`src/rtl/cp0_unit.sv`:
```
// cp0_unit: Coprocessor 0 responder.
// Serves MFC0/MTC0 requests and owns the Count/Compare timer, the Cause
// interrupt-pending bits and the exception-side register updates. A write
// whose operand is still a reservation-station tag parks in a one-entry slot
// until the matching CDB broadcast arrives.
`timescale 1ns/1ps
module cp0_unit #(
  parameter int          RSID_WIDTH = 4,
  parameter logic [31:0] PRID_VALUE = 32'h00004220
) (
  input  logic                  clk,
  input  logic                  rst,
  input  logic                  req_valid,
  output logic                  req_ready,
  input  logic [7:0]            req_addr,
  input  logic                  req_read,
  input  logic                  req_write,
  input  logic                  req_write_is_rsid,
  input  logic [31:0]           req_write_data,
  input  logic                  cdb_valid,
  input  logic [RSID_WIDTH-1:0] cdb_rsid,
  input  logic [31:0]           cdb_data,
  output logic                  rd_valid,
  output logic [31:0]           rd_data,
  input  logic [5:0]            hw_int,
  input  logic                  exc_valid,
  input  logic [4:0]            exc_code,
  input  logic [31:0]           exc_epc,
  input  logic [31:0]           exc_badvaddr,
  input  logic                  exc_has_badvaddr,
  output logic                  int_req,
  output logic                  timer_int
);

  // {rd, sel} addresses of the implemented registers
  localparam logic [7:0] A_BADVADDR = {5'd8,  3'd0};
  localparam logic [7:0] A_COUNT    = {5'd9,  3'd0};
  localparam logic [7:0] A_COMPARE  = {5'd11, 3'd0};
  localparam logic [7:0] A_STATUS   = {5'd12, 3'd0};
  localparam logic [7:0] A_CAUSE    = {5'd13, 3'd0};
  localparam logic [7:0] A_EPC      = {5'd14, 3'd0};
  localparam logic [7:0] A_PRID     = {5'd15, 3'd0};

  typedef enum logic {S_IDLE, S_WAIT} state_t;

  state_t                state;
  logic [7:0]            pend_addr;
  logic [RSID_WIDTH-1:0] pend_tag;

  logic [31:0] badvaddr;
  logic [31:0] count;
  logic        count_tog;
  logic [31:0] compare;
  logic [7:0]  status_im;
  logic        status_exl;
  logic        status_ie;
  logic        cause_ti;
  logic [1:0]  cause_ip_sw;
  logic [5:0]  cause_ip_hw;
  logic [4:0]  cause_exc;
  logic [31:0] epc;

  logic [RSID_WIDTH-1:0] req_tag;
  logic                  accept;
  logic                  wr_en;
  logic [7:0]            wr_addr;
  logic [31:0]           wr_data;
  logic                  go_wait;
  logic                  wait_hit;
  logic                  exc_shadow;
  logic                  wr_count;
  logic                  wr_compare;
  logic                  wr_status;
  logic                  wr_cause;
  logic                  wr_epc;
  logic                  count_inc;
  logic [31:0]           count_plus;
  logic [7:0]            cause_ip;
  logic [31:0]           status_word;
  logic [31:0]           cause_word;
  logic [31:0]           rd_mux;

  assign req_tag   = req_write_data[RSID_WIDTH-1:0];
  assign req_ready = (state == S_IDLE) && !rst;
  assign accept    = req_valid && req_ready;
  assign wait_hit  = cdb_valid && (cdb_rsid == pend_tag);

  // Select the single register write of this cycle: direct value, same-cycle
  // CDB bypass of a tag, or resolution of the parked tag write.
  always_comb begin
    wr_en   = 1'b0;
    wr_addr = req_addr;
    wr_data = req_write_data;
    go_wait = 1'b0;
    if (state == S_WAIT) begin
      wr_addr = pend_addr;
      wr_data = cdb_data;
      wr_en   = wait_hit && !exc_valid;
    end else if (accept && req_write) begin
      if (!req_write_is_rsid) begin
        wr_en = 1'b1;
      end else if (cdb_valid && (cdb_rsid == req_tag)) begin
        wr_en   = 1'b1;
        wr_data = cdb_data;
      end else if (!exc_valid) begin
        go_wait = 1'b1;
      end
    end
  end

  // An exception owns Status/Cause/EPC in the cycle it commits
  assign exc_shadow = exc_valid &&
                      ((wr_addr == A_STATUS) || (wr_addr == A_CAUSE) || (wr_addr == A_EPC));
  assign wr_count   = wr_en && (wr_addr == A_COUNT);
  assign wr_compare = wr_en && (wr_addr == A_COMPARE);
  assign wr_status  = wr_en && (wr_addr == A_STATUS) && !exc_shadow;
  assign wr_cause   = wr_en && (wr_addr == A_CAUSE)  && !exc_shadow;
  assign wr_epc     = wr_en && (wr_addr == A_EPC)    && !exc_shadow;

  assign count_inc  = count_tog && !wr_count;
  assign count_plus = count + 32'd1;

  assign cause_ip    = {cause_ip_hw[5] | cause_ti, cause_ip_hw[4:0], cause_ip_sw};
  assign status_word = {9'd0, 1'b1, 6'd0, status_im, 6'd0, status_exl, status_ie};
  assign cause_word  = {1'b0, cause_ti, 14'd0, cause_ip, 1'b0, cause_exc, 2'd0};

  // Read multiplexer over the architectural view of each register
  always_comb begin
    rd_mux = 32'd0;
    case (req_addr)
      A_BADVADDR: rd_mux = badvaddr;
      A_COUNT:    rd_mux = count;
      A_COMPARE:  rd_mux = compare;
      A_STATUS:   rd_mux = status_word;
      A_CAUSE:    rd_mux = cause_word;
      A_EPC:      rd_mux = epc;
      A_PRID:     rd_mux = PRID_VALUE;
      default:    rd_mux = 32'd0;
    endcase
  end

  // Request FSM: park unresolved tag writes, drop them on exception
  always_ff @(posedge clk) begin
    if (rst) begin
      state     <= S_IDLE;
      pend_addr <= 8'd0;
      pend_tag  <= '0;
    end else begin
      case (state)
        S_IDLE: begin
          if (go_wait) begin
            state     <= S_WAIT;
            pend_addr <= req_addr;
            pend_tag  <= req_tag;
          end
        end
        S_WAIT: begin
          if (exc_valid || wait_hit) state <= S_IDLE;
        end
        default: state <= S_IDLE;
      endcase
    end
  end

  // Count advances every second cycle; Compare match raises TI, Compare write clears it
  always_ff @(posedge clk) begin
    if (rst) begin
      count     <= 32'd0;
      count_tog <= 1'b0;
      compare   <= 32'd0;
      cause_ti  <= 1'b0;
    end else begin
      if (wr_count) begin
        count     <= wr_data;
        count_tog <= 1'b0;
      end else begin
        count_tog <= !count_tog;
        if (count_inc) count <= count_plus;
      end
      if (wr_compare) compare <= wr_data;
      if (wr_compare) cause_ti <= 1'b0;
      else if (count_inc && (count_plus == compare)) cause_ti <= 1'b1;
    end
  end

  // Status/Cause/EPC/BadVAddr: software writes and exception commit
  always_ff @(posedge clk) begin
    if (rst) begin
      badvaddr    <= 32'd0;
      status_im   <= 8'd0;
      status_exl  <= 1'b0;
      status_ie   <= 1'b0;
      cause_ip_sw <= 2'd0;
      cause_ip_hw <= 6'd0;
      cause_exc   <= 5'd0;
      epc         <= 32'd0;
    end else begin
      cause_ip_hw <= hw_int;
      if (wr_status) begin
        status_im  <= wr_data[15:8];
        status_exl <= wr_data[1];
        status_ie  <= wr_data[0];
      end
      if (wr_cause) cause_ip_sw <= wr_data[9:8];
      if (wr_epc)   epc         <= wr_data;
      if (exc_valid) begin
        status_exl <= 1'b1;
        epc        <= exc_epc;
        cause_exc  <= exc_code;
        if (exc_has_badvaddr) badvaddr <= exc_badvaddr;
      end
    end
  end

  // Read response, one cycle after acceptance; a read+write is a write only
  always_ff @(posedge clk) begin
    if (rst) begin
      rd_valid <= 1'b0;
      rd_data  <= 32'd0;
    end else begin
      rd_valid <= accept && req_read && !req_write;
      if (accept && req_read && !req_write) rd_data <= rd_mux;
    end
  end

  // Registered interrupt request
  always_ff @(posedge clk) begin
    if (rst) int_req <= 1'b0;
    else     int_req <= status_ie && !status_exl && |(cause_ip & status_im);
  end

  assign timer_int = cause_ti;

endmodule

```
`config.mk`:
```
export PLATFORM = sky130hd
export DESIGN_NAME = cp0_unit
export DESIGN_NICKNAME = d
export VERILOG_FILES = /design/src/rtl/cp0_unit.sv
export SDC_FILE = /design/constraint.sdc
export NUM_CORES = 1
export LEC_CHECK = 0
export CAP_MARGIN = 20
export CORE_ASPECT_RATIO = 0.6
export CORE_MARGIN = 2
export CORE_UTILIZATION = 25
export DETAILED_ROUTE_END_ITERATION = 7
export PLACE_DENSITY_LB_ADDON = 0.12
export SLEW_MARGIN = 40
export SYNTH_ARGS = -nofsm -noshare
export SYNTH_HDL_FRONTEND = slang
export SYNTH_SLANG_ARGS = --single-unit
```
`constraint.sdc`:
```
create_clock -name clk -period 6.7 [get_ports clk]
set_input_delay 1.005 -clock clk [delete_from_list [all_inputs] [get_ports clk]]
set_output_delay 1.005 -clock clk [all_outputs]
set_load 0.05 [all_outputs]
```
# Yosys cells after proc, flatten, opt, wreduce, memory -nomap -nowiden
# Index checks and enable logic that the tools add are counted.
[classes] add_sub_neg=1 n_eq_ne=15 mux=24 bitwise_logic=3 reduce_logical=39
[op_table] operator="2-to-1 mux 32 bit" count=8
[op_table] operator="case mux 32 bit (7 select lines)" count=1
[op_table] operator="== test 8 x 7 -> 1 bit, second input constant" count=12
[op_table] operator="adder 32 x 1 -> 32 bit, second input constant" count=1
[op_table] operator="== test 32 bit" count=1
[op_table] operator="logical AND 1 bit" count=21
[op_table] operator="2-to-1 mux 1 bit" count=13
[op_table] operator="AND 8 bit" count=1
[op_table] operator="== test 4 bit" count=2
[op_table] operator="2-to-1 mux 8 bit" count=1
[op_table] operator="OR reduction 8 bit" count=1
[op_table] operator="logical NOT 1 bit" count=7
[op_table] operator="nonzero test 2 bit" count=3
[op_table] operator="AND reduction 2 bit" count=2
[op_table] operator="OR reduction 2 bit" count=2
[op_table] operator="logical OR 1 bit" count=3
[op_table] operator="case mux 1 bit (2 select lines)" count=1
[op_table] operator="inverter 1 bit" count=1
[op_table] operator="OR 1 bit" count=1
[totals] regBits=200 input_bits=160 wordCells=100

# Longest topological paths before layout
# Gate-level depths: netlist (run 1).
[depth] depth_word=11 ltp_mapped=10 mapped_depth_nobuf=8

# Least setup slack after synthesis (run 1)
# Ideal clock, no wire load.
[synth_timing] path_kind="input -> output" from="input rst" to="output req_ready" t_arrival_ns=2.178 required_time_ns=5.695 setup_slack_ns=3.517 stages=4 cell_sequence="buf_6 -> clkbuf_1 -> clkbuf_1 -> nor2_1"
[synth_between] elab_chain_len=2
[synth_rtl] item="start: declaration" line_no="12" rtl="input logic rst,"
[synth_rtl] item="logical NOT 1 bit" line_no="84" rtl="assign req_ready = (state == S_IDLE) && !rst;"
[synth_rtl] item="logical AND 1 bit" line_no="84"
[synth_rtl] item="end: declaration" line_no="14" rtl="output logic req_ready,"
# Every way passes these cells.

# Worst setup path in the final report (run 1)
[layout_timing] from="input req_addr[7]" to="register compare[27]"
[layout_between] elab_chain_len=3
[layout_rtl] item="start: declaration" line_no="15" rtl="input logic [7:0] req_addr,"
[layout_rtl] item="2-to-1 mux 8 bit" line_no="95" rtl="if (state == S_WAIT) begin"
[layout_rtl] item="== test 8 x 7 -> 1 bit" line_no="115" rtl="assign wr_compare = wr_en && (wr_addr == A_COMPARE);"
[layout_rtl] item="logical AND 1 bit" line_no="115"
[layout_rtl] item="end signal: assignment" line_no="180" rtl="if (wr_compare) compare <= wr_data;"
[layout_rtl] item="end: declaration" line_no="53" rtl="logic [31:0] compare;"
# Every way passes these cells.
# A chain may end at the register's enable or synchronous reset.

==> Flow_metrics.wiki, run 1 <==
{| class="wikitable"
! Metric !! Value
|-
| Global-route usage over all layers || 20.5%
|-
| Relative slew slack || 48.5%
|-
| Number of violations reported at the end of detailed-routing iteration 0 || 1097
|-
| Synthesized instance count || 1265
|-
| Half-perimeter wire length of the detailed placement result || 32.7 mm
|-
| Number of optimization iterations in the first detailed-route pass || 8
|-
| Leak pwr || 0.00473 uW
|-
| Number of global-route vias before repair || 9267
|-
| Ports placed on the boundary || 196
|-
| Die outline height || 162 um
|-
| Number of synthesized flops with an enable pin || 0
|-
| Effective utilization at floorplan || 25.5%
|-
| Insertion delay of the later-clocked pin in the worst-skew pair || 0.46 ns
|-
| FF+latch count, synth || 200
|-
| Leading cell types by total area after synthesis || sky130_fd_sc_hd__dfxtp_1 (39%), sky130_fd_sc_hd__nor2_1 (6.4%), sky130_fd_sc_hd__nand2_1 (6.2%), sky130_fd_sc_hd__mux2i_1 (4.9%), sky130_fd_sc_hd__a21oi_1 (3.6%)
|-
| Predominant post-synthesis flop cell || sky130_fd_sc_hd__dfxtp_1
|-
| Final hold slack || 0.460 ns
|-
| Cell at the root of the clock tree || sky130_fd_sc_hd__clkbuf_16
|-
| H-tree Lvls || 4
|-
| Net count, final || 1549
|-
| Number of distinct standard cells referenced by the synthesized netlist || 72
|-
| WL final || 44.3 mm
|-
| Post-route DRC || 0
|-
| Setup Skew || 0.0128 ns
|-
| Fraction of final layout cells with drive strength greater than 1 || 7.64%
|-
| Setup slack of the critical path after layout || 3.16 ns
|-
| Measured slew at the worst slew-check pin || 0.767 ns
|-
| Total power consumption of the routed design || 2650 uW
|-
| Timing-limited maximum frequency || 283 MHz
|-
| Number of sinks driven by the clock tree || 200
|-
| Top-area cell type share of the netlist area || 38.5%
|-
| Required arrival time at the worst endpoint || 7.07 ns
|-
| Number of cells upsized or downsized after cts || 0
|-
| Cts bufs inserted || 17
|-
| Filler-free cell count of the finished design || 1960
|-
| Share of synthesized area occupied by flip-flops and latches || 38.5%
|-
| Filler Cells Inserted || 4285
|-
| Areal power density over the cells || 198 nW/um^2
|-
| Number of cell rows || 57
|-
| Post-synth top cells || sky130_fd_sc_hd__dfxtp_1 (200), sky130_fd_sc_hd__nor2_1 (177), sky130_fd_sc_hd__nand2_1 (172)
|-
| Number of maximum-capacitance constraint violations || 0
|-
| Area enclosed by the die boundary || 43300 um^2
|-
| Largest fanout on the critical path || 64
|-
| Total standard cell area after synthesis || 10400 um^2
|-
| Setup repair after global routing missed its margin || no
|-
| Largest net degree at the start of global routing || 68
|-
| Setup Slack @ Placement || 2.75 ns
|-
| Number of hold violations in the final report || 0
|-
| WL/cell || 22.6 um
|-
| Count of antenna diodes in the layout || 0
|-
| Final critical path time including I/O delays and setup || 3.54 ns
|-
| Buffers inserted by post-CTS timing repair || 0
|-
| Run status || complete, no violations
|-
| Total grt overflow || 0
|-
| CP arrival || 3.91 ns
|-
| Finish-stage setup viols || 0
|-
| Most numerous cell in the Yosys netlist || sky130_fd_sc_hd__dfxtp_1
|-
| Maximum clock path buffer count || 2
|-
| Count of warnings emitted by yosys || 0
|-
| Total nets after synthesis || 1426
|-
| Critical Path Sink Type || register
|-
| Number of antenna-violating nets in the routed design || 0
|-
| X dimension of the die || 267 um
|-
| Share of async-settable or async-resettable flops after synthesis || 0%
|-
| Hold buffer count at CTS || 0
|-
| Number of pins with negative max-slew slack in the final report || 0
|-
| Area added between synthesis and finish || 28.8%
|-
| Number of antenna violations at the first check in global routing || 1
|-
| Startpoint kind of the worst setup timing path || primary input
|-
| Peak VDD IR || 0.170 mV
|-
| Fin crit share || 52.8%
|-
| Via count || 9884
|-
| # port buffers || 195
|-
| Placed Cells || 1929
|-
| Final weighted congestion in routability-driven placement || 0.886
|-
| Clock-pin slew on the worst setup and hold paths || 0.07 ns
|-
| Syn avg cell area || 8.22 um^2
|-
| First-pass GRT wire length || 64.6 mm
|-
| Class of the most critical hold timing path || reg -> reg
|-
| Clock tree from TritonCTS || yes
|-
| Core footprint || 40700 um^2
|-
| Post-synthesis cell type with the largest combined area || sky130_fd_sc_hd__dfxtp_1
|-
| Classification of the worst setup path || in -> reg
|-
| Via count normalized by instance count || 5.04
|-
| Accumulated negative setup slack || 0 ns
|}
[final timing paths]
| path | start | endpoint | slack, ns | cells past startpoint |
|---|---|---|---|---|
| worst max-delay path | req_addr[7] | compare[27] | 3.16 | 8 |
| worst min-delay path | badvaddr[28] | badvaddr[28] | 0.46 | 2 |
| worst max register to register | count[5] | timer_int | 3.51 | 7 |
| worst min register to register | badvaddr[28] | badvaddr[28] | 0.46 | 2 |
[logic make-up (layout without fill, tap and decap cells)]
kind of cell | Yosys count | count (layout) | share of synthesized area [%]
xor+xnor | 80 | 80 | 6.74
fa+ha+maj | 1 | 1 | 0.120
simple gates | 503 | 503 | 22.0
flops | 200 | 200 | 38.5
buf+inv | 122 | 257 | 5.57
compound gates | 276 | 276 | 18.6
mux | 83 | 83 | 8.38
[power by group]
group | switching, uW | leakage (uW) | internal, uW
Combinational | 127 | 0.00280 | 123
Clock | 525 | 0.000307 | 635
Sequential | 22.9 | 0.00162 | 1220
[per-stage QoR]
| step | cell area [um^2] | util, % |
|---|---|---|
| 6_report | 13400 | 32.9 |
| 5_1_grt | 13400 | 32.9 |
| 4_1_cts | 13400 | 32.9 |
| 3_5_place_dp | 12800 | 31.3 |
| 3_3_place_gp | 12700 | 31.3 |
| 2_1_floorplan | 10400 | - |
[placed cells by master (no fill, tap or decap), types with 4 or more instances in the layout]
cell type	synthesis	final
sky130_fd_sc_hd__a211oi_1	48	48
sky130_fd_sc_hd__a21oi_1	74	74
sky130_fd_sc_hd__a221o_1	7	7
sky130_fd_sc_hd__a221oi_1	4	4
sky130_fd_sc_hd__a222oi_1	24	24
sky130_fd_sc_hd__a22o_1	9	9
sky130_fd_sc_hd__a22oi_1	42	42
sky130_fd_sc_hd__and2_1	9	9
sky130_fd_sc_hd__and3_1	7	7
sky130_fd_sc_hd__and4_1	7	7
sky130_fd_sc_hd__buf_4	7	19
sky130_fd_sc_hd__bufinv_16	0	4
sky130_fd_sc_hd__clkbuf_16	0	17
sky130_fd_sc_hd__clkdlybuf4s50_1	0	194
sky130_fd_sc_hd__dfxtp_1	200	200
sky130_fd_sc_hd__inv_1	13	13
sky130_fd_sc_hd__mux2_2	29	29
sky130_fd_sc_hd__mux2i_1	51	51
sky130_fd_sc_hd__nand2_1	172	172
sky130_fd_sc_hd__nand3_1	38	38
sky130_fd_sc_hd__nand3b_1	4	4
sky130_fd_sc_hd__nand4_1	21	21
sky130_fd_sc_hd__nor2_1	177	176
sky130_fd_sc_hd__nor2b_1	11	11
sky130_fd_sc_hd__nor3_1	14	11
sky130_fd_sc_hd__nor3b_1	4	4
sky130_fd_sc_hd__nor4_1	16	13
sky130_fd_sc_hd__o21ai_0	38	38
sky130_fd_sc_hd__or4_1	4	4
sky130_fd_sc_hd__xnor2_1	42	42
sky130_fd_sc_hd__xor2_1	38	38
[critical path, cell delays in order]
cell and delay [ns]:
sky130_fd_sc_hd__clkdlybuf4s50_1 0.44, sky130_fd_sc_hd__or4_1 0.61, sky130_fd_sc_hd__or3_1 0.41, sky130_fd_sc_hd__a21oi_2 0.29, sky130_fd_sc_hd__o311a_2 0.23, sky130_fd_sc_hd__buf_4 0.57
sky130_fd_sc_hd__nor2_1 0.08, sky130_fd_sc_hd__a211oi_1 0.23
[state kept, by name (all words and copies together) (netlist names), 2 cells and up]
signal and cells:
status_im 8, cause_exc 5, epc 32, cause_ip_hw 6
pend_tag 4, pend_addr 8, count 32, badvaddr 32
compare 32, cause_ip_sw 2, rd_data 32
[metal layers]
layer	share of wire, %	global-route usage [%]	up-vias
met2	36	25.2	305
met3	7.2	4.78	18
met1	56	34.7	4797
met4	0.47	2.50	0
met5	0	0	-
li1	-	-	4764
[final cells by class]
type | count | area [um^2] | share of cell area (%)
Clock buffer | 17 | 425 | 3.18
Tap cell | 560 | 701 | 5.23
Sequential cell | 200 | 4000 | 29.9
Inverter | 13 | 48.8 | 0.364
Clock inverter | 14 | 214 | 1.60
Multi-Input combinational cell | 943 | 5920 | 44.2
Timing Repair Buffer | 213 | 2080 | 15.6
Note: power is estimated with default switching activity, not from simulation.
==> inputs of run 2 (changes only) <==
Clock period 6.7 ns to 3.6 ns, I/O delays scaled along.
==> Flow_metrics.wiki, run 2 (synthesized netlist as in run 1, its figures left out) <==
{| class="wikitable"
! Metric !! Value
|-
| Fraction of final layout cells with drive strength greater than 1 || 10.2%
|-
| Leak pwr || 0.00495 uW
|-
| Accumulated negative setup slack || 0 ns
|-
| WL/cell || 21.8 um
|-
| Area added between synthesis and finish || 32.3%
|-
| Commonest cells after routing, fill and taps aside || sky130_fd_sc_hd__dfxtp_1 (200), sky130_fd_sc_hd__clkdlybuf4s50_1 (194), sky130_fd_sc_hd__nor2_1 (176), sky130_fd_sc_hd__nand2_1 (172), sky130_fd_sc_hd__a21oi_1 (74)
|-
| Number of global-route vias before repair || 9451
|-
| Hold path cells || 2
|-
| Register-to-register setup slack || 0.48 ns
|-
| Cts bufs inserted || 17
|-
| Number of violations reported at the end of detailed-routing iteration 0 || 1047
|-
| Relative slew slack || 44.7%
|-
| Measured slew at the worst slew-check pin || 0.828 ns
|-
| Number of maximum-capacitance constraint violations || 0
|-
| Most common cell after layout, fill and taps aside || sky130_fd_sc_hd__dfxtp_1
|-
| Timing-limited maximum frequency || 320 MHz
|-
| Post-Layout Inst Area || 13800 um^2
|-
| Ports placed on the boundary || 196
|-
| Via count || 10100
|-
| Capture point of the worst reg-to-reg path || timer_int
|-
| Critical Path Sink Type || register
|-
| Final weighted congestion in routability-driven placement || 0.862
|-
| Via count normalized by instance count || 5.04
|-
| Number of optimization iterations in the first detailed-route pass || 6
|-
| Net count, final || 1590
|-
| Final critical path time including I/O delays and setup || 3.12 ns
|-
| Filler Cells Inserted || 4273
|-
| Setup repair after global routing missed its margin || no
|-
| Clock tree from TritonCTS || yes
|-
| Clock-pin slew on the worst setup and hold paths || 0.08 ns
|-
| Number of cell rows || 57
|-
| Startpoint kind of the worst setup timing path || register
|-
| Finish-stage setup viols || 0
|-
| Peak VDD IR || 0.345 mV
|-
| Area enclosed by the die boundary || 43300 um^2
|-
| Cell at the root of the clock tree || sky130_fd_sc_hd__clkbuf_16
|-
| Total grt overflow || 0
|-
| Largest net degree at the start of global routing || 168
|-
| Run status || complete, no violations
|-
| Required arrival time at the worst endpoint || 4.00 ns
|-
| Effective utilization at floorplan || 25.5%
|-
| H-tree Lvls || 4
|-
| Endpoint with the worst hold slack || badvaddr[3]
|-
| Number of pins with negative max-slew slack in the final report || 0
|-
| Setup Skew || 0.00984 ns
|-
| Largest fanout on the critical path || 9
|-
| Startpoint of the worst hold path || badvaddr[3]
|-
| Count of antenna diodes in the layout || 0
|-
| Insertion delay of the later-clocked pin in the worst-skew pair || 0.46 ns
|-
| Dpl cell area || 13200 um^2
|-
| # port buffers || 195
|-
| Areal power density over the cells || 351 nW/um^2
|-
| X dimension of the die || 267 um
|-
| Post-route DRC || 0
|-
| WL final || 43.7 mm
|-
| Number of antenna violations at the first check in global routing || 1
|-
| CP arrival || 3.52 ns
|-
| Buffers inserted by post-CTS timing repair || 0
|-
| Core footprint || 40700 um^2
|-
| Maximum clock path buffer count || 2
|-
| Hold buffer count at CTS || 0
|-
| Cell count of the worst reg-to-reg path || 7
|-
| Number of cells upsized or downsized after cts || 0
|-
| Number of sinks driven by the clock tree || 200
|-
| Number of antenna-violating nets in the routed design || 0
|-
| Class of the most critical hold timing path || reg -> reg
|-
| First-pass GRT wire length || 64.3 mm
|-
| Die outline height || 162 um
|-
| Half-perimeter wire length of the detailed placement result || 32.9 mm
|-
| Reg-to-reg critical path startpoint || count[14]
|-
| Fin crit share || 86.7%
|-
| Global-route usage over all layers || 20.2%
|-
| Number of hold violations in the final report || 0
|-
| Classification of the worst setup path || reg -> reg
|}
-- run 2: worst max-delay path, stage by stage (launching register included) --
cell and delay, ns:
sky130_fd_sc_hd__dfxtp_1 0.63, sky130_fd_sc_hd__nand4_2 0.27, sky130_fd_sc_hd__or2_1 0.42, sky130_fd_sc_hd__or4_1 0.57
sky130_fd_sc_hd__a22oi_1 0.41, sky130_fd_sc_hd__nand4_1 0.14, sky130_fd_sc_hd__or4_1 0.50, sky130_fd_sc_hd__o21ai_1 0.12
-- run 2: layout make-up --
class                           count  area, um^2  share of cell area (%)
Multi-Input combinational cell    943        5900                    42.9
Sequential cell                   200        4000                    29.1
Timing Repair Buffer              254        2500                    18.2
Tap cell                          560         701                    5.09
Clock buffer                       18         439                    3.19
Clock inverter                     14         163                    1.18
Inverter                           13        48.8                   0.355
-- run 2: where the power goes --
part	switching, uW	leakage [uW]	internal (uW)
clock network	979	0.000293	1060
logic	239	0.00303	245
registers	40.8	0.00162	2260
-- run 2: layer usage --
metal | routed length, um | part of all wire [%] | global-route usage (%)
met1 | 23100 | 53 | 32.6
met2 | 15900 | 36 | 25.1
met3 | 4350 | 10 | 6.75
met4 | 316 | 0.72 | 3.17
met5 | 0 | 0 | 0
-- run 2: stage by stage --
stage	util, %	hold WS [ns]	total power [uW]	std cells	setup WS [ns]
after global placement	32.3	0.449	2840	1970	0.240
after detailed placement	32.3	0.453	2840	1970	0.243
after CTS	33.8	0.466	4870	2002	0.564
after floorplan	-	0.436	2520	1265	1.03
final	33.8	0.465	4830	2002	0.479
after global routing	33.8	0.485	5010	2002	0.364
-- run 2: worst max-delay path by stage --
stage	start	slack (ns)	to
after floorplan	req_addr[7]	1.03	count[27]
after global placement	req_addr[7]	0.24	count[27]
after detailed placement	req_addr[7]	0.24	count[27]
after CTS	count[14]	0.56	timer_int
after global routing	count[14]	0.36	timer_int
final	count[14]	0.48	timer_int
==> inputs of run 3 (changes only) <==
Settings changed: CORE_UTILIZATION 25 to 30, SLEW_MARGIN 40 to unset.
Clock period 3.6 ns to 3.7 ns, I/O delays scaled along.
==> Flow_metrics.wiki, run 3 (synthesized netlist as in run 1, its figures left out) <==
{| class="wikitable"
! Metric !! Value
|-
| Ports placed on the boundary || 196
|-
| First-pass GRT wire length || 60.6 mm
|-
| Filler Cells Inserted || 3472
|-
| Via count normalized by instance count || 5.32
|-
| Total grt overflow || 0
|-
| Startpoint kind of the worst setup timing path || register
|-
| Cell at the slowest stage of the critical path || sky130_fd_sc_hd__dfxtp_1
|-
| Crit-path cells || and4_1 -> nand4_4 -> or4_1 -> a22oi_1 -> nand4_1 -> or4_1 -> o21ai_1
|-
| Class of the most critical hold timing path || reg -> reg
|-
| Largest fanout on the critical path || 11
|-
| Effective utilization at floorplan || 30.7%
|-
| Number of antenna-violating nets in the routed design || 0
|-
| Maximum clock path buffer count || 2
|-
| Measured slew at the worst slew-check pin || 1.05 ns
|-
| Biggest cell delay along the critical path || 0.55 ns
|-
| Register-to-register setup slack || 0.64 ns
|-
| Setup Slack @ Placement || 0.369 ns
|-
| Finish-stage setup viols || 0
|-
| WL final || 40.9 mm
|-
| Count of antenna diodes in the layout || 0
|-
| Net count, final || 1578
|-
| Buffers inserted by post-CTS timing repair || 0
|-
| Timing-limited maximum frequency || 327 MHz
|-
| Capture point of the worst reg-to-reg path || timer_int
|-
| Number of maximum-capacitance constraint violations || 0
|-
| Crit-path most repeated cell || sky130_fd_sc_hd__or4_1
|-
| Cell-internal power || 3330 uW
|-
| Areal power density over the cells || 336 nW/um^2
|-
| Area enclosed by the die boundary || 36200 um^2
|-
| Insertion delay of the later-clocked pin in the worst-skew pair || 0.46 ns
|-
| Final weighted congestion in routability-driven placement || 0.894
|-
| Relative slew slack || 29.7%
|-
| Number of antenna violations at the first check in global routing || 0
|-
| Peak VDD IR || 0.254 mV
|-
| Fin crit share || 82.6%
|-
| Most common cell after layout, fill and taps aside || sky130_fd_sc_hd__dfxtp_1
|-
| Part of the power in registers || 49.6%
|-
| Clock tree from TritonCTS || yes
|-
| Number of global-route vias before repair || 9246
|-
| Largest net degree at the start of global routing || 168
|-
| Number of cells upsized or downsized after cts || 0
|-
| Number of optimization iterations in the first detailed-route pass || 8
|-
| Post-route DRC || 13
|-
| Power spent charging and discharging nets || 1180 uW
|-
| Combinational power share || 10.2%
|-
| Classification of the worst setup path || reg -> reg
|-
| Via count || 10000
|-
| Number of sinks driven by the clock tree || 200
|-
| Number of cell rows || 52
|-
| Post-Layout Inst Area || 13500 um^2
|-
| Critical Path Sink Type || register
|-
| Hold buffer count at CTS || 0
|-
| Reg-to-reg critical path startpoint || count[2]
|-
| Required arrival time at the worst endpoint || 4.09 ns
|-
| Number of violations reported at the end of detailed-routing iteration 0 || 933
|-
| Setup Skew || 0.0113 ns
|-
| Kind of cell with the highest combined delay on the critical path || simple AND/OR/NAND/NOR gates
|-
| Clock Power Share || 40.2%
|-
| Clock-pin slew on the worst setup and hold paths || 0.08 ns
|-
| H-tree Lvls || 4
|-
| Number of hold violations in the final report || 0
|-
| Crit path buf inv count || 0
|-
| Setup repair after global routing missed its margin || no
|-
| Fraction of final layout cells with drive strength greater than 1 || 9.37%
|-
| Hold path cells || 2
|-
| Leak pwr || 0.00485 uW
|-
| Startpoint of the worst hold path || badvaddr[1]
|-
| Cell count of the worst reg-to-reg path || 7
|-
| Global-route usage over all layers || 22.5%
|-
| Endpoint with the worst hold slack || badvaddr[1]
|-
| CP arrival || 3.44 ns
|-
| Fraction of power spent switching nets || 26.2%
|-
| Setup slack of the critical path after layout || 0.644 ns
|-
| Commonest cells after routing, fill and taps aside || sky130_fd_sc_hd__dfxtp_1 (200), sky130_fd_sc_hd__clkdlybuf4s50_1 (194), sky130_fd_sc_hd__nor2_1 (176), sky130_fd_sc_hd__nand2_1 (172), sky130_fd_sc_hd__a21oi_1 (74)
|-
| Cts bufs inserted || 17
|-
| Violated checks || design-rule violations
|-
| Run status || complete, but fails checks
|-
| Final critical path time including I/O delays and setup || 3.06 ns
|-
| Cell at the root of the clock tree || sky130_fd_sc_hd__clkbuf_16
|-
| X dimension of the die || 244 um
|-
| Accumulated negative setup slack || 0 ns
|-
| Dpl cell area || 12900 um^2
|-
| Number of pins with negative max-slew slack in the final report || 0
|-
| Half-perimeter wire length of the detailed placement result || 29.9 mm
|-
| Die outline height || 148 um
|-
| Area added between synthesis and finish || 29.4%
|-
| WL/cell || 21.7 um
|-
| Core footprint || 33900 um^2
|-
| # port buffers || 195
|}
==> run 3: worst min-delay path, cell delays in order (launching register included) <==
cell and delay [ns]:
sky130_fd_sc_hd__dfxtp_1 0.31, sky130_fd_sc_hd__nand2_1 0.05, sky130_fd_sc_hd__a21oi_1 0.05
==> run 3: worst max path at each step <==
stage,depth (start not counted),slack [ns],start,end
final,7,0.64,count[2],timer_int
after global routing,7,0.52,count[2],timer_int
after floorplan,7,1.11,req_addr[7],count[27]
after CTS,7,0.66,count[2],timer_int
after detailed placement,8,0.37,req_write_data[3],timer_int
after global placement,9,0.38,req_addr[7],timer_int
==> run 3: area by class of cell <==
type | count | area [um^2] | area share [%]
well taps | 459 | 574 | 4.27
flip-flops and latches | 200 | 4000 | 29.8
clock buffers | 19 | 443 | 3.29
multi-input cells | 943 | 5900 | 43.8
clock inverters | 13 | 111 | 0.828
inverters | 13 | 48.8 | 0.363
repair buffers | 242 | 2380 | 17.7
==> run 3: power groups by stage <==
stage / Sequential, uW / Clock [uW] / Combinational, uW
6_report: 2240 / 1820 / 459
5_1_grt: 2250 / 1940 / 495
4_1_cts: 2240 / 1860 / 460
3_5_place_dp: 2290 / 0 / 458
3_3_place_gp: 2290 / 0 / 457
2_1_floorplan: 2270 / 0 / 179
==> run 3: layer usage <==
layer | up-vias | share of wire (%) | wire (um) | GRT usage, %
li1 | 4817 | - | - | -
met1 | 4869 | 53 | 21700 | 36.3
met2 | 349 | 37 | 15000 | 27.8
met3 | 13 | 10 | 4080 | 8.12
met4 | 0 | 0.34 | 138 | 2.74
met5 | - | 0 | 0 | 0
==> run 3: per-stage QoR <==
stage | power, uW | std cells | hold WS, ns | util [%]
6_report | 4520 | 1889 | 0.459 | 39.7
5_1_grt | 4680 | 1889 | 0.476 | 39.7
3_5_place_dp | 2750 | 1857 | 0.451 | 38.1
4_1_cts | 4560 | 1889 | 0.462 | 39.7
2_1_floorplan | 2450 | 1265 | 0.436 | -
3_3_place_gp | 2750 | 1857 | 0.450 | 38.1
